--- src/rtl/fetch_unit.sv ---
// IF stage with PC ownership and the IF/ID pipeline register; synchronous-read imem.
// Optional FETCH_PERF_CNT_EN adds stall_cnt/flush_cnt performance counters.
module fetch_unit #(
   parameter logic [31:0] RESET_PC  = 32'h0000_0000,
   parameter logic [31:0] NOP_INSTR = 32'h0000_0013
) (
   input  logic        clk,
   input  logic        rst,
   input  logic        stall,
   input  logic        flush_IFID,
   input  logic        BranchTaken,
   input  logic [31:0] BranchTarget,
   output logic [31:0] imem_addr,
   input  logic [31:0] imem_rdata,
   output logic [31:0] PC_F,
   output logic [31:0] PC_ID,
   output logic [31:0] PC4_ID,
   output logic [31:0] Instr_ID,
   output logic        valid_ID
`ifdef FETCH_PERF_CNT_EN
   ,
   output logic [31:0] stall_cnt,
   output logic [31:0] flush_cnt
`endif
);

   logic [31:0] pc_f_q, pc_f_d;
   logic [31:0] pc_id_q, pc_id_d;
   logic [31:0] pc4_id_q, pc4_id_d;
   logic [31:0] instr_id_q, instr_id_d;
   logic        valid_id_q, valid_id_d;

   logic [31:0] pc_plus4;
   logic [31:0] branch_pc;
   logic        load_bubble;
   logic        unused_target_bits;

   assign pc_plus4           = pc_f_q + 32'd4;
   assign branch_pc          = {BranchTarget[31:2], 2'b00};
   assign unused_target_bits = ^BranchTarget[1:0];

   // A stalled branch in ID is still unresolved, so stall masks redirect and flush.
   assign load_bubble = !rst && !stall && (BranchTaken || flush_IFID);

   always_comb begin
      imem_addr  = pc_plus4;
      pc_f_d     = pc_f_q;
      pc_id_d    = pc_id_q;
      pc4_id_d   = pc4_id_q;
      instr_id_d = instr_id_q;
      valid_id_d = valid_id_q;
      if (rst) begin
         imem_addr = RESET_PC;
      end else if (stall) begin
         imem_addr = pc_f_q;
      end else if (BranchTaken) begin
         imem_addr  = branch_pc;
         pc_f_d     = branch_pc;
         pc_id_d    = 32'd0;
         pc4_id_d   = 32'd0;
         instr_id_d = NOP_INSTR;
         valid_id_d = 1'b0;
      end else if (flush_IFID) begin
         pc_f_d     = pc_plus4;
         pc_id_d    = 32'd0;
         pc4_id_d   = 32'd0;
         instr_id_d = NOP_INSTR;
         valid_id_d = 1'b0;
      end else begin
         pc_f_d     = pc_plus4;
         pc_id_d    = pc_f_q;
         pc4_id_d   = pc_plus4;
         instr_id_d = imem_rdata;
         valid_id_d = 1'b1;
      end
   end

   always_ff @(posedge clk) begin
      if (rst) begin
         pc_f_q     <= RESET_PC;
         pc_id_q    <= 32'd0;
         pc4_id_q   <= 32'd0;
         instr_id_q <= NOP_INSTR;
         valid_id_q <= 1'b0;
      end else begin
         pc_f_q     <= pc_f_d;
         pc_id_q    <= pc_id_d;
         pc4_id_q   <= pc4_id_d;
         instr_id_q <= instr_id_d;
         valid_id_q <= valid_id_d;
      end
   end

   assign PC_F     = pc_f_q;
   assign PC_ID    = pc_id_q;
   assign PC4_ID   = pc4_id_q;
   assign Instr_ID = instr_id_q;
   assign valid_ID = valid_id_q;

`ifdef FETCH_PERF_CNT_EN
   logic [31:0] stall_cnt_q, stall_cnt_d;
   logic [31:0] flush_cnt_q, flush_cnt_d;

   always_comb begin
      stall_cnt_d = stall_cnt_q;
      flush_cnt_d = flush_cnt_q;
      if (!rst && stall) stall_cnt_d = stall_cnt_q + 32'd1;
      if (load_bubble)   flush_cnt_d = flush_cnt_q + 32'd1;
   end

   always_ff @(posedge clk) begin
      if (rst) begin
         stall_cnt_q <= 32'd0;
         flush_cnt_q <= 32'd0;
      end else begin
         stall_cnt_q <= stall_cnt_d;
         flush_cnt_q <= flush_cnt_d;
      end
   end

   assign stall_cnt = stall_cnt_q;
   assign flush_cnt = flush_cnt_q;
`else
   logic unused_load_bubble;
   assign unused_load_bubble = load_bubble;
`endif

endmodule

--- config.mk ---
export PLATFORM = sky130hd
export DESIGN_NAME = fetch_unit
export DESIGN_NICKNAME = d
export VERILOG_FILES = /design/src/rtl/fetch_unit.sv
export SDC_FILE = /design/constraint.sdc
export NUM_CORES = 1
export LEC_CHECK = 0
export BUFFER_PORTS_ARGS = -buffer_cell sky130_fd_sc_hd__buf_4
export CAP_MARGIN = 5
export CORE_MARGIN = 5
export CORE_UTILIZATION = 50
export CTS_BUF_LIST = sky130_fd_sc_hd__clkbuf_16
export DETAILED_ROUTE_END_ITERATION = 10
export GPL_TIMING_DRIVEN = 0
export PLACE_DENSITY_LB_ADDON = 0.05
export SLEW_MARGIN = 10
export SYNTH_ARGS = -nofsm -noshare
export SYNTH_HDL_FRONTEND = slang
export SYNTH_SLANG_ARGS = --single-unit
--- constraint.sdc ---
create_clock -name clk -period 3.95 [get_ports clk]
set_clock_uncertainty 0.15 [all_clocks]
set_input_delay 0 -clock clk [delete_from_list [all_inputs] [get_ports clk]]
set_output_delay 0 -clock clk [all_outputs]
set_load 0.01 [all_outputs]
==> impl_metrics.toml, run 1 <==
[setup_path]
cp_slowest_cell = "nor4_4"
cp.arrival_ps = 2980
cp-end-kind = "primary output"
start_kind = "flip-flop"
path_cells = "ha_1 > nand4_4 > nor4_4 > nand4_2 > or3_1 > a31oi_1 > buf_4"
slowest_delay_ps = 510
critical_path_class = "reg2out"
crit_fanout = 8
required_ps = 3800

[hold_path]
min_path_type = "in2reg"

[yosys]
ys_ff_latch = 127
ys_seq_area_share_pct = 47.7
ys_warn_count = 0
syn-num-nets = 675
ys.flop_type = "dfxtp_1"
synth_cell_types = 46
yosysTopAreaCellShare_pct = 47.7
synth_area_sq_um = 5330
async_flop_share_pct = 0
synth-edff-count = 0
syn_avg_cell_area_sq_um = 8.81
yosys-top-cells-area = "dfxtp_1, a22oi_1, nor2_1, a22o_1, a21oi_1"
postSynthCellCount = 605
synth_area_leader_cell = "dfxtp_1"

[die]
design.die.area_sq_um = 12800
row_count = 37
core_area_sq_um = 10400
ios = 230
die_h_um = 113
die_w_um = 113
initial_utilization_pct = 51.4

[timing]
tightestPinTransition_ps = 743
slew_headroom_pct = 50.5
fmax_ghz = 0.319
maxSlewViolCount = 0
setup_violations = 0
rsz0062_at_grt = "no"
fin_tns_setup_ps = 0
hold_violations = 1
holdWs_ps = -6.99
fin_ws_ps = 815
period_needed_ps = 3130
finalCritPeriodShare_pct = 79.4

[final_layout]
fillers = 662
num_antenna_cells = 0
layout_common_cells = "buf_4, dfxtp_1, nor2_1"
drive_gt1_share_pct = 30.0
final_common_cell = "buf_4"
final_nets = 979
instances_no_fill = 1057
syn_to_final_growth_pct = 57.2

[global_route]
grtUsageTotal_pct = 30.9
overflow = 0
grt_pass1_wl_um = 31700
antenna_found_initial = 0
grt_max_degree = 17
grt_pass1_vias = 6203

[drt]
drt_first_pass_iters = 5
first_iter_violations = 571
vias = 6042
routed_via_density = 5.72
wl_um = 20400
drcViolationCount = 0
routedWlPerCell_um = 19.3
drtAntennaViolNets = 0

[clock_tree]
cts-root-buf = "clkbuf_16"
cts_resized = 0
clkTransAtPathRegs_ps = 60
htreeDepth = 4
clock_sinks = 127
cts_tree = "done"
cts_buffers = 17
cts.path.max_buffers = 2
clk_latency_ps = 410

[power_and_ir_drop]
ir_drop_mv = 0.245
p_leak_nw = 3.67
totalPowerFinal_mw = 3.34
p_per_area_nw_per_um2 = 398

[outcome]
outcome = "finished with violations"
violations = "negative hold slack"

[place]
port_buffers = 226
dp_slack_ps = 1300
dp_hpwl_um = 14200
placed_cells = 967
gp_congestion = 0.912

[job]
drv_cap = 0
flip-flops by register name, summed over array words and instances, names as in the netlist:
register  cells
Instr_ID     32
PC_F         32
PC_ID        32
PC4_ID       30
valid_ID      1
worst paths after layout:
kind / start / to / slack [ps] / cells past startpoint
worst min-delay path: BranchTarget[18] / PC_F[18] / -7 / 4
worst max-delay path: PC_F[2] / imem_addr[30] / 820 / 7
worst max register to register: PC_F[2] / PC_F[30] / 1290 / 6
worst min register to register: valid_ID / valid_ID / 310 / 2
metrics by stage:
step                instance area [sq um]  utilization [%]
global placement                     7200             69.4
CTS                                  8380             80.8
finish                               8380             80.8
detailed placement                   7200             69.4
global route                         8380             80.8
floorplan                            5330                -
synthesized netlist by cell type (3+ instances only):
library cell    n
dfxtp_1       127
nor2_1         98
a22oi_1        72
clkbuf_1       42
a21oi_1        36
nand2_1        34
a22o_1         26
xnor2_1        19
o21ai_0        16
nand3_1        14
and3_1         10
xor2_1          9
nand4_1         8
inv_1           7
mux2i_1         7
nor2b_1         7
o22ai_1         6
o31a_1          6
a31oi_1         5
buf_1           5
nor3_1          5
or3_1           5
buf_2           4
nand2b_1        4
buf_4           3
nor3_2          3
nor3b_1         3
worst max-delay path, delay by kind of cell (launching register included):
| family | cells | cell delay (ps) |
|---|---|---|
| and+or+nand+nor | 4 | 1320 |
| DFF | 1 | 460 |
| adders and majority gates | 1 | 360 |
| AOI/OAI and AO/OA | 1 | 240 |
| buffers and inverters | 1 | 170 |
logic make-up after synthesis:
logic type               synth area share (%)
buffers and inverters                    4.86
multiplexers                             1.31
adder cells (fa/ha/maj)                 0.235
AND/OR/NAND/NOR                          18.6
flip-flops                               47.7
XOR/XNOR                                 4.60
AO/OA/AOI/OAI                            22.7
power by group:
group	total (mW)	internal, mW	switching (mW)
clock network	1.59	0.988	0.598
logic	0.400	0.195	0.205
registers	1.35	1.31	0.0382
final cells by class:
type,count,area (sq um),share of cell area [%]
Timing Repair Buffer,285,2290,27.3
Tap cell,136,170,2.03
Multi-Input combinational cell,414,2530,30.2
Inverter,8,30.0,0.358
Clock inverter,14,168,2.00
Buffer,56,229,2.73
Sequential cell,127,2540,30.3
Clock buffer,17,425,5.08
metal layers:
layer / vias up / global-route usage (%) / part of all wire [%]
li1: 2785 / - / -
met1: 2834 / 35.5 / 36
met2: 355 / 53.0 / 49
met3: 68 / 10.4 / 11
met4: 0 / 11.8 / 3.4
met5: - / 0 / 0
what timing repair did:
action                                 4_1_cts  5_1_grt
hold buffers                                59        0
setup buffers                                0        0
endpoints found under the hold margin       61        0
Power figures use the tool's default switching activity.
==> inputs of run 2 (changes only) <==
- CORE_UTILIZATION: 50 -> 48
- clock period: 3.95 -> 3.1 ns (I/O delays scaled with it)
==> impl_metrics.toml, run 2 (synthesis results as in run 1) <==
[timing]
setup_violations = 0
fmax_ghz = 0.325
slew_headroom_pct = 46.1
rsz0062_at_grt = "yes"
period_needed_ps = 3080
tightestPinTransition_ps = 806
fin_tns_setup_ps = 0
finalCritPeriodShare_pct = 99.4
maxSlewViolCount = 0
holdWs_ps = 24.9
hold_violations = 0

[setup_path]
cp.arrival_ps = 2930
crit_fanout = 8
required_ps = 2950
cp_slowest_cell = "nor4_2"
critical_path_class = "reg2out"
start_kind = "flip-flop"
path_cells = "buf_2 > nand3_1 > nor4_2 > nand3_1 > o31a_1 > o32ai_1 > buf_4"
crit_top_cell = "nand3_1"
cp-end-kind = "primary output"
slowest_delay_ps = 530

[final_layout]
register_area_sq_um = 2540
instances_no_fill = 1066
drive_gt1_share_pct = 29.4
multiInputGateArea_sq_um = 2540
layout_common_cells = "buf_4, dfxtp_1, nor2_1"
syn_to_final_growth_pct = 57.2
final_common_cell = "buf_4"
num_antenna_cells = 0
final_nets = 983
final_cell_area_sq_um = 8380
fillers = 780

[power_and_ir_drop]
p_leak_nw = 3.70
p_comb_share_pct = 12.7
p_sw_share_pct = 24.8
seqPwrFrac_pct = 42.1
totalPowerFinal_mw = 4.09
internal-power_mw = 3.07
p_per_area_nw_per_um2 = 488
pwr-share-clk_pct = 45.2
p_switching_mw = 1.02
ir_drop_mv = 0.382

[global_route]
grt_pass1_vias = 6002
antenna_found_initial = 0
grtUsageTotal_pct = 30.8
grt_pass1_wl_um = 31800
grt_max_degree = 17
overflow = 0

[clock_tree]
htreeDepth = 4
clkTransAtPathRegs_ps = 50
clock_sinks = 127
cts.path.max_buffers = 2
cts_buffers = 17
cts-root-buf = "clkbuf_16"
clk_latency_ps = 420
cts_tree = "done"

[drt]
routedWlPerCell_um = 19.6
drcViolationCount = 0
drt_first_pass_iters = 5
wl_um = 20900
vias = 6058
routed_via_density = 5.68
drtAntennaViolNets = 0
first_iter_violations = 599

[outcome]
outcome = "complete, no violations"

[die]
ios = 230
core_area_sq_um = 10800
design.die.area_sq_um = 13300
die_w_um = 115
die_h_um = 115
row_count = 38
initial_utilization_pct = 49.2

[place]
placed_cells = 971
port_buffers = 226
place_area_sq_um = 7200
gp_congestion = 0.835
dp_hpwl_um = 14400

[job]
drv_cap = 0

[hold_path]
min_path_type = "in2reg"
## run 2: cell types whose count changed in the layout (fill, tap and decap cells not counted), moves of 2 or more
cell and change:
clkinvlp_4 -4, dlygate4sd3_1 +3, inv_1 +7, inv_6 -2
## run 2: repair_timing
item	CTS	global route
hold endpoints to repair	64	0
endpoints found under the setup margin	2	8
hold buffers	62	0
pin swaps	1	1
gates resized for setup	2	1
buffers inserted	0	1
## run 2: routing by layer
layer / wire, um / GRT usage [%]
met5: 0 / 0
met4: 529 / 11.8
met3: 2140 / 10.3
met2: 10300 / 52.6
met1: 7960 / 35.6
## run 2: area by class of cell
cell class / count / area share, %
Timing Repair Buffer: 289 / 27.7
Clock inverter: 15 / 1.39
Sequential cell: 127 / 30.3
Multi-Input combinational cell: 414 / 30.3
Clock buffer: 17 / 5.08
Buffer: 56 / 2.73
Tap cell: 140 / 2.09
Inverter: 8 / 0.358
## run 2: power by group through the flow
stage                     Combinational [mW]  Sequential, mW  Clock [mW]
after global placement                 0.430            1.75           0
after global routing                   0.552            1.73        1.93
after CTS                              0.505            1.72        1.86
after detailed placement               0.439            1.75           0
final                                  0.517            1.72        1.85
after floorplan                        0.192            1.76           0
## run 2: worst paths after layout
path	depth (start not counted)	slack, ps	to	startpoint
setup / recovery	7	20	imem_addr[15]	PC_F[4]
hold reg to reg	2	310	valid_ID	valid_ID
hold / removal	4	20	PC_F[11]	BranchTarget[11]
setup reg to reg	6	490	PC_F[15]	PC_F[4]
## run 2: critical path, delay by kind of cell, from the launching register on
family,cells,cell delay (ps)
buffers and inverters,2,430
AOI/OAI and AO/OA,2,540
DFF,1,330
and+or+nand+nor,3,1210
## run 2: stage by stage
step	setup slack [ps]	util, %
final	19.4	77.3
after global routing	-91.7	77.3
after floorplan	573	-
after global placement	354	66.4
after detailed placement	283	66.4
after CTS	100	77.2
